--- src/rtl/mem_bus_arbiter.sv ---
// Two-master Wishbone-classic arbiter: core and host share one memory port.
// Round-robin on ties, bus lock for the whole cyc, core freeze via hold,
// and an ack watchdog that terminates stalled strobes with ERR_DATA.
//
// state    | meaning
// ---------+----------------------------------------------------------
// IDLE     | nobody owns the memory; arbitrate pending requests
// OWN_CORE | core owns the memory until it drops core_cyc_i
// OWN_HOST | host owns the memory until it drops host_cyc_i
module mem_bus_arbiter #(
   parameter int ADDR_WIDTH = 32,
   parameter int DATA_WIDTH = 32,
   parameter int TIMEOUT    = 64,
   parameter logic [DATA_WIDTH-1:0] ERR_DATA = {DATA_WIDTH{1'b1}}
) (
   input  logic                  clk,
   input  logic                  rst,
   input  logic                  core_cyc_i,
   input  logic                  core_stb_i,
   input  logic                  core_we_i,
   input  logic [ADDR_WIDTH-1:0] core_addr_i,
   input  logic [DATA_WIDTH-1:0] core_data_i,
   output logic [DATA_WIDTH-1:0] core_data_o,
   output logic                  core_ack_o,
   input  logic                  host_cyc_i,
   input  logic                  host_stb_i,
   input  logic                  host_we_i,
   input  logic [ADDR_WIDTH-1:0] host_addr_i,
   input  logic [DATA_WIDTH-1:0] host_data_i,
   output logic [DATA_WIDTH-1:0] host_data_o,
   output logic                  host_ack_o,
   input  logic                  core_hold_i,
   output logic                  mem_cyc_o,
   output logic                  mem_stb_o,
   output logic                  mem_we_o,
   output logic [ADDR_WIDTH-1:0] mem_addr_o,
   output logic [DATA_WIDTH-1:0] mem_data_o,
   input  logic [DATA_WIDTH-1:0] mem_data_i,
   input  logic                  mem_ack_i,
   output logic [1:0]            grant_o,
   output logic                  timeout_o
);

   localparam int WDW = (TIMEOUT > 2) ? $clog2(TIMEOUT) : 1;
   localparam logic [WDW-1:0] WD_LAST = WDW'(TIMEOUT - 1);

   // Encoding doubles as the one-hot {host,core} grant vector.
   typedef enum logic [1:0] {
      IDLE     = 2'b00,
      OWN_CORE = 2'b01,
      OWN_HOST = 2'b10
   } state_t;

   state_t         state_q, state_d;
   logic           last_host_q, last_host_d;   // 1 = host owned last
   logic [WDW-1:0] wd_q, wd_d;
   logic           timeout_q, timeout_d;

   logic core_req, host_req;
   logic owner_stb;
   logic wd_fire;
   logic ack_eff;
   logic [DATA_WIDTH-1:0] rdata_eff;

   assign core_req = core_cyc_i & core_stb_i & ~core_hold_i;
   assign host_req = host_cyc_i & host_stb_i;

   assign owner_stb = (state_q == OWN_CORE) ? core_stb_i :
                      (state_q == OWN_HOST) ? host_stb_i : 1'b0;

   // A real ack in the terminal cycle wins over the forced termination.
   assign wd_fire   = owner_stb & ~mem_ack_i & (wd_q == WD_LAST);
   assign ack_eff   = (owner_stb & mem_ack_i) | wd_fire;
   assign rdata_eff = wd_fire ? ERR_DATA : mem_data_i;

   assign grant_o   = state_q;
   assign timeout_o = timeout_q;

   // State, round-robin memory, watchdog and sticky timeout registers.
   always_ff @(posedge clk or posedge rst) begin
      if (rst) begin
         state_q     <= IDLE;
         last_host_q <= 1'b1;
         wd_q        <= '0;
         timeout_q   <= 1'b0;
      end else begin
         state_q     <= state_d;
         last_host_q <= last_host_d;
         wd_q        <= wd_d;
         timeout_q   <= timeout_d;
      end
   end

   // Next-state: arbitrate in IDLE, hold ownership until the owner's cyc drops.
   always_comb begin
      state_d     = state_q;
      last_host_d = last_host_q;
      case (state_q)
         IDLE: begin
            if (core_req && host_req)
               state_d = last_host_q ? OWN_CORE : OWN_HOST;
            else if (core_req)
               state_d = OWN_CORE;
            else if (host_req)
               state_d = OWN_HOST;
         end
         OWN_CORE: begin
            if (!core_cyc_i) begin
               state_d     = IDLE;
               last_host_d = 1'b0;
            end
         end
         OWN_HOST: begin
            if (!host_cyc_i) begin
               state_d     = IDLE;
               last_host_d = 1'b1;
            end
         end
         default: state_d = IDLE;
      endcase
   end

   // Watchdog: count stalled strobe cycles, restart on any ack or when idle.
   always_comb begin
      wd_d      = wd_q;
      timeout_d = timeout_q | wd_fire;
      if (state_q == IDLE || ack_eff)
         wd_d = '0;
      else if (owner_stb)
         wd_d = wd_q + WDW'(1);
   end

   // Output mux: owner's bus goes straight to memory, memory reply to owner only.
   always_comb begin
      mem_cyc_o   = 1'b0;
      mem_stb_o   = 1'b0;
      mem_we_o    = 1'b0;
      mem_addr_o  = '0;
      mem_data_o  = '0;
      core_ack_o  = 1'b0;
      core_data_o = '0;
      host_ack_o  = 1'b0;
      host_data_o = '0;
      case (state_q)
         OWN_CORE: begin
            mem_cyc_o   = core_cyc_i;
            mem_stb_o   = core_stb_i;
            mem_we_o    = core_we_i;
            mem_addr_o  = core_addr_i;
            mem_data_o  = core_data_i;
            core_ack_o  = ack_eff;
            core_data_o = rdata_eff;
         end
         OWN_HOST: begin
            mem_cyc_o   = host_cyc_i;
            mem_stb_o   = host_stb_i;
            mem_we_o    = host_we_i;
            mem_addr_o  = host_addr_i;
            mem_data_o  = host_data_i;
            host_ack_o  = ack_eff;
            host_data_o = rdata_eff;
         end
         default: ;
      endcase
   end

endmodule
--- config.mk ---
export PLATFORM = sky130hd
export DESIGN_NAME = mem_bus_arbiter
export DESIGN_NICKNAME = d
export VERILOG_FILES = /design/src/rtl/mem_bus_arbiter.sv
export SDC_FILE = /design/constraint.sdc
export NUM_CORES = 1
export LEC_CHECK = 0
export ABC_AREA = 0
export BUFFER_PORTS_ARGS = -buffer_cell sky130_fd_sc_hd__buf_2
export CAP_MARGIN = 30
export CELL_PAD_IN_SITES_DETAIL_PLACEMENT = 1
export CELL_PAD_IN_SITES_GLOBAL_PLACEMENT = 2
export CORE_ASPECT_RATIO = 1.75
export CORE_MARGIN = 4
export CORE_UTILIZATION = 13
export CTS_BUF_LIST = sky130_fd_sc_hd__clkbuf_8
export CTS_CLUSTER_SIZE = 20
export DETAILED_ROUTE_END_ITERATION = 8
export GPL_TIMING_DRIVEN = 0
export PLACE_DENSITY_LB_ADDON = 0.1
export SYNTH_ARGS = -nofsm -noshare
export SYNTH_HDL_FRONTEND = slang
export SYNTH_SLANG_ARGS = --single-unit
--- constraint.sdc ---
create_clock -name clk -period 2.2 [get_ports clk]
set_input_delay 0.22 -clock clk [delete_from_list [all_inputs] [get_ports clk]]
set_output_delay 0.22 -clock clk [all_outputs]
set_load 0.01 [all_outputs]
**After elaboration in Yosys (flattened, before gate mapping)**

Index checks and enable logic that the tools add are counted.

- Bits in registers: 10
- Input port bits: 170
- Output and inout port bits: 136
- Logic and storage cells: 52

- Add/sub/neg operators: 1
- Eq/ne operators: 6
- Muxes and demuxes: 24
- Bitwise gates (word level): 10
- Reductions and logical operators: 7

Operator list:

| kind | count |
|---|---|
| $pmux 32 s2 | 2 |
| $mux 32 | 3 |
| $mux 2 | 6 |
| $mux 6 | 2 |
| $pmux 1 s2 | 4 |
| $add 6x1->6 const B | 1 |
| $and 1x1->1 | 6 |
| $eq 6x6->1 const B | 1 |
| $mux 1 | 6 |
| $pmux 2 s3 | 1 |
| $reduce_and 3->1 | 2 |
| $ne 2x2->1 const B | 2 |
| $ne 4x4->1 const B | 1 |
| $reduce_bool 2->1 | 2 |
| $eq 2x1->1 const B | 1 |
| $eq 2x2->1 const B | 1 |
| $logic_not 2->1 | 1 |
| $not 1->1 | 2 |
| $or 1x1->1 | 2 |
| $logic_and 1x1->1 | 1 |
| $logic_or 1x1->1 | 1 |

**Depth between registers and ports, before layout**

- Depth in word-level cells: 8
- Gate-level depth with buffers: 7
- Mapped depth without buffers: 6

**Worst setup path before layout**

No wires, ideal clock.

- Kind: register to output
- Start point: reg state_q[1] (netlist: grant_o[1])
- End point: out host_data_o[10]
- Arrival: 1605 ps
- Required time: 1980 ps
- Path slack: 375 ps
- Cell stages (with the launch flop): 8
- Buffers on the path: 2
- Path through: dfrtp_1 inv_1 ha_1 buf_6 o21a_4 nor3_4 buf_4 o21a_1

- Longest elaborated chain between the ends: 7
- Elaborated cells between the ends (all ways): 8
- Classes of those cells: eq/ne (2); mux (4); bitwise (2)

Ends and longest elaborated chain:

| element | line | text |
|---|---|---|
| start: declaration | 54 | `state_t state_q, state_d;` |
| start signal: assignment | 87 | `state_q <= state_d;` |
| $eq 2x2->1 | 69, 144 |  |
| $mux 1 | 69 | `(state_q == OWN_HOST) ? host_stb_i : 1'b0;` |
| $mux 1 | 68 | `assign owner_stb = (state_q == OWN_CORE) ? core_stb_i :` |
| $and 1x1->1 (2 in series) | 72 | `assign wd_fire = owner_stb & ~mem_ack_i & (wd_q == WD_LAST);` |
| $mux 32 | 74 | `assign rdata_eff = wd_fire ? ERR_DATA : mem_data_i;` |
| $mux 32 (*) | 144 | `case (state_q)` |
| end: declaration | 30 | `output logic [DATA_WIDTH-1:0] host_data_o,` |

Mark *: on every way between the ends. The rest lies on a longest branch, timed or not.

**Worst setup path in the final report**

- Start point: reg wd_q[0]
- End point: out core_data_o[20]

- Longest elaborated chain between the ends: 4

Ends and longest elaborated chain:

| element | line | text |
|---|---|---|
| start: declaration | 56 | `logic [WDW-1:0] wd_q, wd_d;` |
| start signal: assignment | 89 | `wd_q <= wd_d;` |
| $eq 6x6->1 | 72 |  |
| $and 1x1->1 | 72 |  |
| $mux 32 | 74 |  |
| $mux 32 | 144 |  |
| end: declaration | 23 | `output logic [DATA_WIDTH-1:0] core_data_o,` |

No other way between the ends.

==> impl_metrics.ini <==
[outcome]
status = finished clean

[global_routing]
grt_remaining_overflow = 0
antenna_found_initial = 1
grt_use_total_pct = 13.63
grt_pass1_vias = 3957
grt_pass1_wl_um = 21450
grt_max_degree = 11

[sta]
worst_pin_slew_ns = 0.5205
fmax_ghz = 0.4619
fin_crit_sh_pct = 98.42
hold_viol_final = 0
fin_crit_ns = 2.165
rsz0062_at_grt = true
finalClockSkew_ns = 0.0004933
slew_violations = 0
final.setup.tns_ns = 0
finalSetupViolations = 0
relSlewSlack_pct = 65.30

[floorplanning]
rows = 63
dieArea_um2 = 19440
io_pins = 306
die_y_um = 181.5
core_um2 = 16950
die_width_um = 107.1
initial_core_util_pct = 13.19

[critical_path]
critPathRequiredTime_ns = 1.98
critical_path.startpoint = wd_q[0]$_DFFE_PP0P_
r2r-end = grant_o[1]$_DFFE_PP0P_
critPathCaptureType = primary output
startpoint_type = register
crit_fanout = 8
crit_path_max_incr_delay_ns = 0.38
path_cells = ha_2, and3_4, nand3_4, nor3b_4, buf_6, clkbuf_16, o21a_1, buf_2
reg2reg_from = grant_o[1]$_DFFE_PP0P_
rrSetupSlack_ns = 0.32
critPathKind = reg2out
critical_path.slowest_cell = dfrtp_1
cp.arrival_ns = 1.95
ff2ff_path_depth = 7

[clock_network]
clkLatencyLatePin_ns = 0.24
cts_tree = done
h-tree-depth = 1
cts-root-buf = clkbuf_8
clk_pin_slew_ns = 0.05
numClockSinks = 10
cts_made_buffers = 3
clk_path_buf_depth = 2

[synth]
synth_top_area_share_pct = 22.16
ys_seq_area_share_pct = 11.25
synth_top_cell_by_area = a22oi_1
synth_area_um2 = 2236
synthTopCellsByArea = a22oi_1, o21a_1, nor2b_1
yosys_warnings = 0
synthCells = 303
syn_nets = 477
synth.distinct_cells = 35
postSynthAreaPerCell_um2 = 7.379
synth-edff-count = 0
synth_seq_cells = 10
synthFlopType = dfrtp_1
synth-async-reset-ratio_pct = 100.0

[min_path]
min_path_type = in2reg
holdPathStages = 2
holdPathEnd = grant_o[1]$_DFFE_PP0P_
hold_start = host_stb_i

[finish]
syn_to_final_growth_pct = 100.1
drive_above_1_share_pct = 59.39
diodes = 0
final_common_cell = buf_2
layout.cells.non_filler = 855
n_fill_cell = 2156
layout_common_cells = buf_2, a22oi_1, nor2b_1
fin_nets = 803

[drt]
routed_wl_um = 14780
first_pass_iters = 4
vias_per_cell = 4.322
wl_per_cell_um = 17.28
drc_errors = 0
ant_nets = 0
vias = 3695
drt_iter0_markers = 56

[pwr]
power.density_nw_per_um2 = 809.9
p_clk_share_pct = 6.5
pwr-share-comb_pct = 86.9
p_switching_mw = 1.832
intPower_mw = 1.790
vdd_drop_max_v = 0.0003992
total_leakage_power_nw = 2.326
switching_share_pct = 50.57
power_frac_seq_pct = 6.6
design_power_total_mw = 3.623

[place]
numPortBuffers = 305
dpl.hpwl_um = 12520
gp_congestion = 0.7415
placed_cells = 835

[run]
max-cap-violations = 0
## registers in the layout, summed over array words and instances (netlist names)
register,flops
last_host_q,1
wd_q,6
timeout_o,1
grant_o,2
## synthesized netlist by cell type (2+ instances only)
| cell type | n |
|---|---|
| a22oi_1 | 66 |
| nor2b_1 | 66 |
| o21a_1 | 64 |
| clkbuf_1 | 23 |
| nand2_1 | 11 |
| dfrtp_1 | 9 |
| nor2_1 | 8 |
| a21oi_1 | 6 |
| buf_1 | 5 |
| o21ai_0 | 5 |
| buf_6 | 4 |
| ha_1 | 4 |
| nand3_1 | 4 |
| buf_4 | 3 |
| inv_1 | 3 |
| a21boi_0 | 2 |
| or4b_1 | 2 |
## power by group through the flow
| stage | registers, mW | clock network [mW] | logic [mW] |
|---|---|---|---|
| 2_1_floorplan | 0.240 | 0 | 1.81 |
| 3_3_place_gp | 0.240 | 0 | 3.03 |
| 3_5_place_dp | 0.241 | 0 | 3.07 |
| 4_1_cts | 0.236 | 0.239 | 3.17 |
| 5_1_grt | 0.242 | 0.252 | 3.49 |
| 6_report | 0.239 | 0.235 | 3.15 |
## logic make-up (layout without fill, tap and decap cells)
logic type               count (synthesis)  count (layout)  share of synthesized area [%]
AO/OA/AOI/OAI                          149             149                          49.69
AND/OR/NAND/NOR                        100             100                          27.87
buffers and inverters                   39             364                          8.449
flip-flops                              10              10                          11.25
adder cells (fa/ha/maj)                  4               4                          2.238
multiplexers                             1               1                         0.5036
## per-stage QoR
step | worst slack (ns) | utilization (%) | hold slack, ns | cell area, um^2
after floorplan | 0.3752 | - | 0.05946 | 2236
after global placement | -0.2904 | 23.88 | 0.2395 | 4046
after detailed placement | -0.3509 | 23.88 | 0.2303 | 4046
final | 0.03486 | 26.39 | 0.2689 | 4473
after global routing | -0.05993 | 26.39 | 0.2806 | 4473
after CTS | 0.007964 | 24.89 | 0.2561 | 4218
## metal layers
metal  share of wire (%)  track usage [%]  vias to the layer above  routed length [um]
li1                    -                -                     1767                   -
met1                  32            13.35                     1707                4765
met2                  56            27.94                      212                8273
met3                  11            4.020                        7                1657
met4                0.49            1.536                        2                  73
met5               0.047                0                        -                   7
## layout make-up
class                   count  area (um^2)  share of cell area [%]
plain buffers              36        267.8                   5.986
multi-input cells         254         1818                   40.64
well taps                 227        284.0                   6.350
clock buffers               4        55.05                   1.231
inverters                   3        11.26                  0.2517
repair buffers            321         1785                   39.92
flip-flops and latches     10        251.5                   5.622
## worst max-delay path: cells and delay by family, from the launching register on
family	cells	cell delay [ns]
AND/OR/NAND/NOR	3	0.51
buffers and inverters	3	0.49
flip-flops	1	0.38
adder cells (fa/ha/maj)	1	0.20
AO/OA/AOI/OAI	1	0.10
## how the worst max path moves through the flow
stage	endpoint	cells after the start
2_1_floorplan	host_data_o[10]	7
3_3_place_gp	host_data_o[11]	7
3_5_place_dp	host_data_o[20]	7
4_1_cts	mem_addr_o[10]	7
5_1_grt	core_data_o[18]	8
6_report	core_data_o[20]	8
## timing repair
| action | CTS | global route |
|---|---|---|
| resized for setup | 28 | 41 |
| hold buffers | 1 | 0 |
| endpoints found under the hold margin | 9 | 0 |
| setup buffers | 5 | 4 |
| cloned | 1 | 5 |
| endpoints found under the setup margin | 129 | 113 |
| pin swaps | 3 | 2 |
No activity file was read; power rests on OpenSTA's default activity.
